===== src/rtl/median_rank_if.sv =====
// median_rank_if: sample/result bundle for the median_rank block.
//   di_i    sample input, valid while dsi_i is high
//   dsi_i   frame strobe, high while samples are presented
//   rank_i  rank to extract, 0 = max, N-1 = min (only with MEDIAN_RANK_EN)
//   do_o    result value
//   dso_o   result valid, held until the next frame start
//   err_o   one-cycle pulse when a frame ends with fewer than N samples
// Modports: master drives samples and reads results; slave is the block.
interface median_rank_if #(
  parameter int SIZE = 8,
  parameter int N    = 9,
  parameter int RW   = $clog2(N)
);
  logic [SIZE-1:0] di_i;
  logic            dsi_i;
`ifdef MEDIAN_RANK_EN
  logic [RW-1:0]   rank_i;
`endif
  logic [SIZE-1:0] do_o;
  logic            dso_o;
  logic            err_o;

`ifdef MEDIAN_RANK_EN
  modport master (output di_i, dsi_i, rank_i, input do_o, dso_o, err_o);
  modport slave  (input di_i, dsi_i, rank_i, output do_o, dso_o, err_o);
`else
  modport master (output di_i, dsi_i, input do_o, dso_o, err_o);
  modport slave  (input di_i, dsi_i, output do_o, dso_o, err_o);
`endif
endinterface


===== src/rtl/median_rank.sv =====
// median_rank: loads a sliding window of N samples serially, then finds the
// rank-th largest value (rank 0 = max) by repeated max-extraction passes over
// the window, one element per cycle. Result appears (r+1)*N cycles after the
// edge that samples the end of the frame.
// Ports:
//   clk_i  clock, all logic on the rising edge
//   rst_i  synchronous reset, active-high
//   bus    median_rank_if.slave (di_i, dsi_i, [rank_i], do_o, dso_o, err_o)
// Optional feature macro MEDIAN_RANK_EN: when defined, rank_i selects the rank
// (clamped to N-1) at the end of loading; otherwise the median (N-1)/2 is used.
//
// state  | meaning
// IDLE   | waiting for a frame, no valid result
// LOAD   | shifting samples in while dsi_i is high
// SCAN   | extraction passes over the window
// DONE   | result valid on do_o, waiting for the next frame
module median_rank #(
  parameter int SIZE = 8,
  parameter int N    = 9,
  parameter int RW   = $clog2(N)
) (
  input  logic          clk_i,
  input  logic          rst_i,
  median_rank_if.slave  bus
);
  localparam int IW = $clog2(N);
  localparam int CW = $clog2(N + 1);

  localparam logic [1:0] S_IDLE = 2'd0;
  localparam logic [1:0] S_LOAD = 2'd1;
  localparam logic [1:0] S_SCAN = 2'd2;
  localparam logic [1:0] S_DONE = 2'd3;

  logic [1:0]      state_q, state_d;
  logic [SIZE-1:0] win_q [N];
  logic [SIZE-1:0] win_d [N];
  logic [CW-1:0]   cnt_q, cnt_d;
  logic [N-1:0]    rem_q, rem_d;
  logic [IW-1:0]   i_q, i_d, p_q, p_d, bidx_q, bidx_d;
  logic [SIZE-1:0] best_q, best_d;
  logic            bvld_q, bvld_d;
  logic [SIZE-1:0] do_q, do_d;
  logic            dso_q, dso_d, err_q, err_d;
  logic [IW-1:0]   rank_sel;

`ifdef MEDIAN_RANK_EN
  logic [IW-1:0] r_q, r_d;
  assign rank_sel = r_q;
`else
  assign rank_sel = IW'((N - 1) / 2);
`endif

  // Candidate for this cycle's element: removed elements never win, and the
  // strict compare keeps the lowest index on ties.
  logic            take;
  logic [SIZE-1:0] cur_best;
  logic [IW-1:0]   cur_idx;

  assign take     = !rem_q[i_q] && (!bvld_q || (win_q[i_q] > best_q));
  assign cur_best = take ? win_q[i_q] : best_q;
  assign cur_idx  = take ? i_q : bidx_q;

  always_comb begin
    state_d = state_q;
    win_d   = win_q;
    cnt_d   = cnt_q;
    rem_d   = rem_q;
    i_d     = i_q;
    p_d     = p_q;
    bidx_d  = bidx_q;
    best_d  = best_q;
    bvld_d  = bvld_q;
    do_d    = do_q;
    dso_d   = dso_q;
    err_d   = 1'b0;
`ifdef MEDIAN_RANK_EN
    r_d     = r_q;
`endif
    if (bus.dsi_i) begin
      // Any state: a strobe shifts a sample in; outside LOAD it starts a frame
      // (this is also the abort path out of SCAN).
      win_d[0] = bus.di_i;
      for (int k = 1; k < N; k++) win_d[k] = win_q[k-1];
      if (state_q == S_LOAD) begin
        cnt_d = (cnt_q == CW'(N)) ? cnt_q : cnt_q + CW'(1);
      end else begin
        cnt_d   = CW'(1);
        dso_d   = 1'b0;
        state_d = S_LOAD;
      end
    end else begin
      case (state_q)
        S_LOAD: begin
          if (cnt_q == CW'(N)) begin
            state_d = S_SCAN;
            rem_d   = '0;
            p_d     = '0;
            i_d     = '0;
            bvld_d  = 1'b0;
`ifdef MEDIAN_RANK_EN
            r_d = (bus.rank_i > RW'(N - 1)) ? IW'(N - 1) : IW'(bus.rank_i);
`endif
          end else begin
            state_d = S_IDLE;
            err_d   = 1'b1;
          end
        end
        S_SCAN: begin
          if (i_q == IW'(N - 1)) begin
            if (p_q == rank_sel) begin
              do_d    = cur_best;
              dso_d   = 1'b1;
              state_d = S_DONE;
            end else begin
              rem_d[cur_idx] = 1'b1;
              p_d    = p_q + IW'(1);
              i_d    = '0;
              bvld_d = 1'b0;
            end
          end else begin
            i_d    = i_q + IW'(1);
            best_d = cur_best;
            bidx_d = cur_idx;
            bvld_d = bvld_q | take;
          end
        end
        default: ;
      endcase
    end
  end

  always_ff @(posedge clk_i) begin
    if (rst_i) begin
      state_q <= S_IDLE;
      for (int k = 0; k < N; k++) win_q[k] <= '0;
      cnt_q  <= '0;
      rem_q  <= '0;
      i_q    <= '0;
      p_q    <= '0;
      bidx_q <= '0;
      best_q <= '0;
      bvld_q <= 1'b0;
      do_q   <= '0;
      dso_q  <= 1'b0;
      err_q  <= 1'b0;
`ifdef MEDIAN_RANK_EN
      r_q    <= '0;
`endif
    end else begin
      state_q <= state_d;
      win_q   <= win_d;
      cnt_q   <= cnt_d;
      rem_q   <= rem_d;
      i_q     <= i_d;
      p_q     <= p_d;
      bidx_q  <= bidx_d;
      best_q  <= best_d;
      bvld_q  <= bvld_d;
      do_q    <= do_d;
      dso_q   <= dso_d;
      err_q   <= err_d;
`ifdef MEDIAN_RANK_EN
      r_q     <= r_d;
`endif
    end
  end

  assign bus.do_o  = do_q;
  assign bus.dso_o = dso_q;
  assign bus.err_o = err_q;
endmodule


===== src/flat_wrapper.sv =====
// flat-port wrapper written by rule: the top's interface ports become plain ports
module median_rank_flat 
#(
  parameter int SIZE = 8,
  parameter int N    = 9,
  parameter int RW   = $clog2(N)
)
  (clk_i, rst_i, bus_di_i, bus_dsi_i, bus_do_o, bus_dso_o, bus_err_o);
  median_rank_if #(.SIZE(SIZE), .N(N), .RW(RW)) bus_i ();
  input  logic clk_i;
  input  logic rst_i;
  input wire logic [$bits(bus_i.di_i)-1:0] bus_di_i;
  input wire logic [$bits(bus_i.dsi_i)-1:0] bus_dsi_i;
  output wire logic [$bits(bus_i.do_o)-1:0] bus_do_o;
  output wire logic [$bits(bus_i.dso_o)-1:0] bus_dso_o;
  output wire logic [$bits(bus_i.err_o)-1:0] bus_err_o;
  assign bus_i.di_i = bus_di_i;
  assign bus_i.dsi_i = bus_dsi_i;
  assign bus_do_o = bus_i.do_o;
  assign bus_dso_o = bus_i.dso_o;
  assign bus_err_o = bus_i.err_o;
  median_rank #(.SIZE(SIZE), .N(N), .RW(RW)) u_core (.clk_i(clk_i), .rst_i(rst_i), .bus(bus_i));
endmodule

===== config.mk =====
export PLATFORM = sky130hd
export DESIGN_NAME = median_rank_flat
export DESIGN_NICKNAME = d
export VERILOG_FILES = /design/src/rtl/median_rank_if.sv /design/src/rtl/median_rank.sv /design/src/flat_wrapper.sv
export SDC_FILE = /design/constraint.sdc
export NUM_CORES = 1
export LEC_CHECK = 0
export CORE_MARGIN = 2
export CORE_UTILIZATION = 60
export CTS_CLUSTER_DIAMETER = 30
export CTS_CLUSTER_SIZE = 10
export DETAILED_ROUTE_END_ITERATION = 7
export PLACE_DENSITY = 0.77
export SLEW_MARGIN = 20
export SYNTH_ARGS = -nofsm -noshare
export SYNTH_HDL_FRONTEND = slang
export SYNTH_SLANG_ARGS = --single-unit

===== constraint.sdc =====
create_clock -name clk_i -period 8.4 [get_ports clk_i]
set_clock_uncertainty 0.2 [all_clocks]
set_input_delay 2.1 -clock clk_i [delete_from_list [all_inputs] [get_ports clk_i]]
set_output_delay 2.1 -clock clk_i [all_outputs]
set_load 0.005 [all_outputs]

Word level (Yosys, flattened, before mapping). Cells that the tools add are included.

Equality and inequality tests: 13. $lt $le $gt $ge: 5. Reductions and logical operators: 18. Bitwise gates (word level): 6. Multiplexer cells: 38. Add/sub/neg operators: 3.

Operators by type and width (count): binary-select mux 8 bit (select 4 bit) (1); 2-to-1 mux 4 bit (8); 2-to-1 mux 9 bit (3); 2-to-1 mux 8 bit (3); case mux 9 bit (2 select lines) (1); case mux 4 bit (2 select lines) (2); AND reduction 4 bit (4); adder 4 x 1 -> 4 bit (second input constant) (3); 2-to-1 mux 1 bit (11); < comparator 4 x 5 -> 1 bit (second input constant) (2); 2-to-1 mux 2 bit (5); bitwise OR 9 bit (1); == test 4 bit (second input constant) (2); greater-than comparator 8 bit (1); inequality test 2 bit (second input constant) (4); nonzero test 2 bit (4); inequality test 3 x 2 -> 1 bit (second input constant) (2); greater-or-equal comparator 5 bit (second input constant) (1); inverter 4 -> 5 bit (1); AND reduction 5 bit (1); binary-select mux 1 bit (select 4 bit) (1); demux 1 bit (select 4 bit) (1); == test 4 x 3 -> 1 bit (second input constant) (1); greater-or-equal comparator 4 x 1 -> 1 bit (second input constant) (1); other kinds (15) (19).

Word-level logic and storage cells: 103. Input bits: 11. Output and inout port bits: 10. Flip-flop bits (word level): 118.

Depth between registers and ports, before layout.
Word-level depth: 16. Mapped depth: 16. Mapped depth without buffers: 12.

Worst setup path before layout. No wires, ideal clock.

Path type: input to register. From: input bus_dsi_i. To: register u_core.win_q[39] in the netlist's numbering. Path buffers: 3. Stages: 5. Library setup time: 128 ps. Data required time: 8072 ps. Path slack: 4638 ps. Data arrival time: 3434 ps. Cell sequence: clkbuf_1 buf_1 clkbuf_1 mux2i_1 nor2_1.

RTL lines: start, declared (RTL line flat_wrapper.sv:13) `input wire logic [$bits(bus_i.dsi_i)-1:0] bus_dsi_i;`; end signal, assigned (RTL line median_rank.sv:151) `win_q <= win_d;`; end, declared (RTL line median_rank.sv:35) `logic [SIZE-1:0] win_q [N];`.

Final worst setup path.
From: register u_core.i_q[2]. To: register u_core.do_q[5] (netlist: u_core.bus.do_o[5]).

Word-level cells in the longest chain between the ends: 8. Elaborated cells between the ends (all ways): 13. Those cells by class: order compare (1); eq/ne (1); mux (6); bitwise (1); reduce/logical (4).

RTL lines: start, declared (RTL line median_rank.sv:39) `logic [IW-1:0] i_q, i_d, p_q, p_d, bidx_q, bidx_d;`; start signal, assigned (RTL line median_rank.sv:154) `i_q <= i_d;`; inverter 4 -> 5 bit (not written as such) (RTL line median_rank.sv:59, median_rank.sv:60); binary-select mux 8 bit (select 4 bit) (RTL line median_rank.sv:59, median_rank.sv:60); 2-to-1 mux 8 bit (not written as such) (2 in series) (RTL line median_rank.sv:59, median_rank.sv:60); greater-than comparator 8 bit (RTL line median_rank.sv:59) `assign take = !rem_q[i_q] && (!bvld_q || (win_q[i_q] > best_q));`; logical OR 1 bit (RTL line median_rank.sv:59); logical AND 1 bit (RTL line median_rank.sv:59); 2-to-1 mux 8 bit (RTL line median_rank.sv:60) `assign cur_best = take ? win_q[i_q] : best_q;`; end signal, assigned (RTL line median_rank.sv:159) `do_q <= do_d;`; end, declared (RTL line median_rank.sv:42) `logic [SIZE-1:0] do_q, do_d;`.

Several ways; a longest one is shown, not always the timed one. The select of a mux whose other input is x is not followed. A chain may end at the register's enable or synchronous reset.

==> flow_summary.toml <==
[run_status]
outcome = "completed"

[global_route]
grt_max_degree = 96
track_usage = 0.260
grt_pass1_vias = 4206
antenna_found_initial = 0
grt.overflow.total = 0
grt_first_pass_wirelength_mm = 20.5

[timing]
worstMarginPinSlew_ps = 1010
slew_headroom = 0.327
finalCriticalPeriod_ps = 4580
timing.fmax_mhz = 218
final_max_slew_viol_count = 0
rsz0062_at_grt = "false"
setup_ws_ps = 3820
period_share = 0.545
tns_ps = 0
finalHoldViolations = 0
setup_viol = 0

[worst_setup_path]
cpPeakStageDelay_ps = 760
cp.arrival_ps = 4800
path_cells = "buf_4 > mux4_2 > a22o_1 > a21oi_1 > inv_1 > ha_1 > a21o_1 > nand3_1 > a31oi_1 > and3_1 > a21oi_2 > a221o_1"
cp_slowest_cell = "dfxtp_1"
required_ps = 8620
startpoint_type = "flip-flop"
crit_type = "flip-flop to flip-flop"
end_kind = "flip-flop"
crit_fanout = 17

[layout]
antennaDiodeCount = 0
layout_common_cells = "dfxtp_1 (118), nor2_1 (100), mux2i_1 (74), a21oi_1 (37), inv_1 (29)"
final_nets = 604
final_common_cell = "dfxtp_1"
n_fill_cell = 727
drive_gt1_frac = 0.119
synthToLayoutAreaGrowth_pct = 12.8
final_util = 0.689

[logic_synthesis]
synth_nets = 598
synth-seq-cells = 118
syn-mean-instance-area_sq_um = 9.74
async_reset_ff_frac = 0
synth_flop_cell = "dfxtp_1"
syn_area_sq_um = 5560
synth_largest_area_cell = "dfxtp_1"
yosysUniqueCellTypes = 51
yosysWarnings = 0
syn_inst = 571
ys_seq_area_frac = 0.425
synth_edf_count = 0
netlist.area_leader.share = 0.425
ys_top_cells_by_area = "dfxtp_1 (42%), mux2i_1 (13%), mux4_2 (6.9%)"

[route]
drt_iter0_drc = 251
num_vias = 4343
first_pass_iters = 5
drt-total-wl_mm = 12.2
drc = 0
vias_per_cell = 6.20
route.antenna.remaining_nets = 0
wl_per_cell_um = 17.4

[placement]
place.gp.congestion = 0.947
io_buffers = 20
pre_cts_slack_ps = 3850
place_hpwl_mm = 7.97

[run]
cap_violations = 0

[pwr]
vdd_drop_max_mv = 0.140
leakage_uw = 0.00252
cellPowerDensity_nw_per_um2 = 216

[clock_network]
cts_buffer_depth = 2
clock_sinks = 118
root_buffer = "clkbuf_8"
path_clk_slew_ps = 60
holdBufCountCts = 0
post_cts_buffers = 0
clock_latency_ps = 530
cts_htree_levels = 4
cts_buffers = 17
cts_tree = "built"
cts_resized = 0

[worst_hold_path]
hp-class = "flip-flop to flip-flop"

[floorplanning]
coreArea_sq_um = 9110
fp.dieH_um = 100
die_area_sq_um = 10100
rows = 35
die_width_um = 100
initial_utilization = 0.611
io_pins = 21
## Yosys cell counts (all sizes together), types with 3 or more instances
library cell and instances:
a211oi 15, a21oi 38, a221o 8, a22o 8
a31o 4, a31oi 12, and2 4, and3 4
buf 21, clkbuf 17, dfxtp 118, ha 16
inv 29, mux2i 74, mux4 18, nand2 19
nand2b 3, nand3 8, nand3b 3, nand4 3
nor2 100, nor2b 6, nor3 4, nor4 12
o211ai 4, o21ai 5
## final timing paths
path,end,startpoint,cells past startpoint,slack [ps]
worst max-delay path,u_core.bus.do_o[5],u_core.i_q[2],12,3820
worst min-delay path,u_core.bus.do_o[6],u_core.bus.do_o[6],1,290
worst max register to register,u_core.bus.do_o[5],u_core.i_q[2],12,3820
worst min register to register,u_core.bus.do_o[6],u_core.bus.do_o[6],1,290
## state kept, by name, summed over array words and instances (netlist names)
register          cells
u_core.cnt_q          4
u_core.bvld_q         1
u_core.bus.err_o      1
u_core.rem_q          9
u_core.p_q            4
u_core.bus.dso_o      1
u_core.bus.do_o       8
u_core.best_q         8
u_core.state_q        2
u_core.bidx_q         4
u_core.i_q            4
u_core.win_q         72
## critical path: cells and delay by family, from the launching register on
family | cells | cell delay (ps)
buf+inv | 2 | 460
flops | 1 | 760
mux | 1 | 550
simple gates | 2 | 710
fa+ha+maj | 1 | 310
compound gates | 6 | 1460
## where the power goes
group / switching (uW) / total [uW] / internal [uW]
clock: 282 / 649 / 368
combinational: 73.5 / 119 / 46.0
sequential: 10.6 / 584 / 573
## stage by stage
stage	hold slack, ps	instance area, sq um	power (uW)	instances
floorplan	261	5560	694	571
global placement	269	5740	708	669
detailed placement	277	5740	713	669
CTS	290	6280	1360	701
global route	318	6280	1400	701
finish	289	6280	1350	701
## kinds of logic after synthesis
group | Yosys count | share of synthesized area
AO/OA/AOI/OAI | 104 | 0.132
XOR/XNOR | 3 | 0.00472
adder cells (fa/ha/maj) | 16 | 0.0360
buffers and inverters | 67 | 0.0540
flip-flops | 118 | 0.425
multiplexers | 93 | 0.209
AND/OR/NAND/NOR | 170 | 0.139
## layout make-up
| class | instances | area [sq um] | share of cell area |
|---|---|---|---|
| clock buffer | 17 | 414 | 0.0660 |
| clock inverter | 15 | 120 | 0.0191 |
| timing repair buffer | 25 | 230 | 0.0367 |
| inverter | 29 | 109 | 0.0173 |
| tap | 111 | 139 | 0.0221 |
| multi-input combinational | 386 | 2900 | 0.462 |
| sequential | 118 | 2360 | 0.376 |
## layer usage
layer  vias up  part of all wire  track usage
met3        29             0.058       0.0689
met1      2096              0.45        0.345
li1       2072                 -            -
met4         0             0.018        0.111
met5         -                 0            0
met2       146              0.47        0.402
No activity file was read; power rests on OpenSTA's default activity.
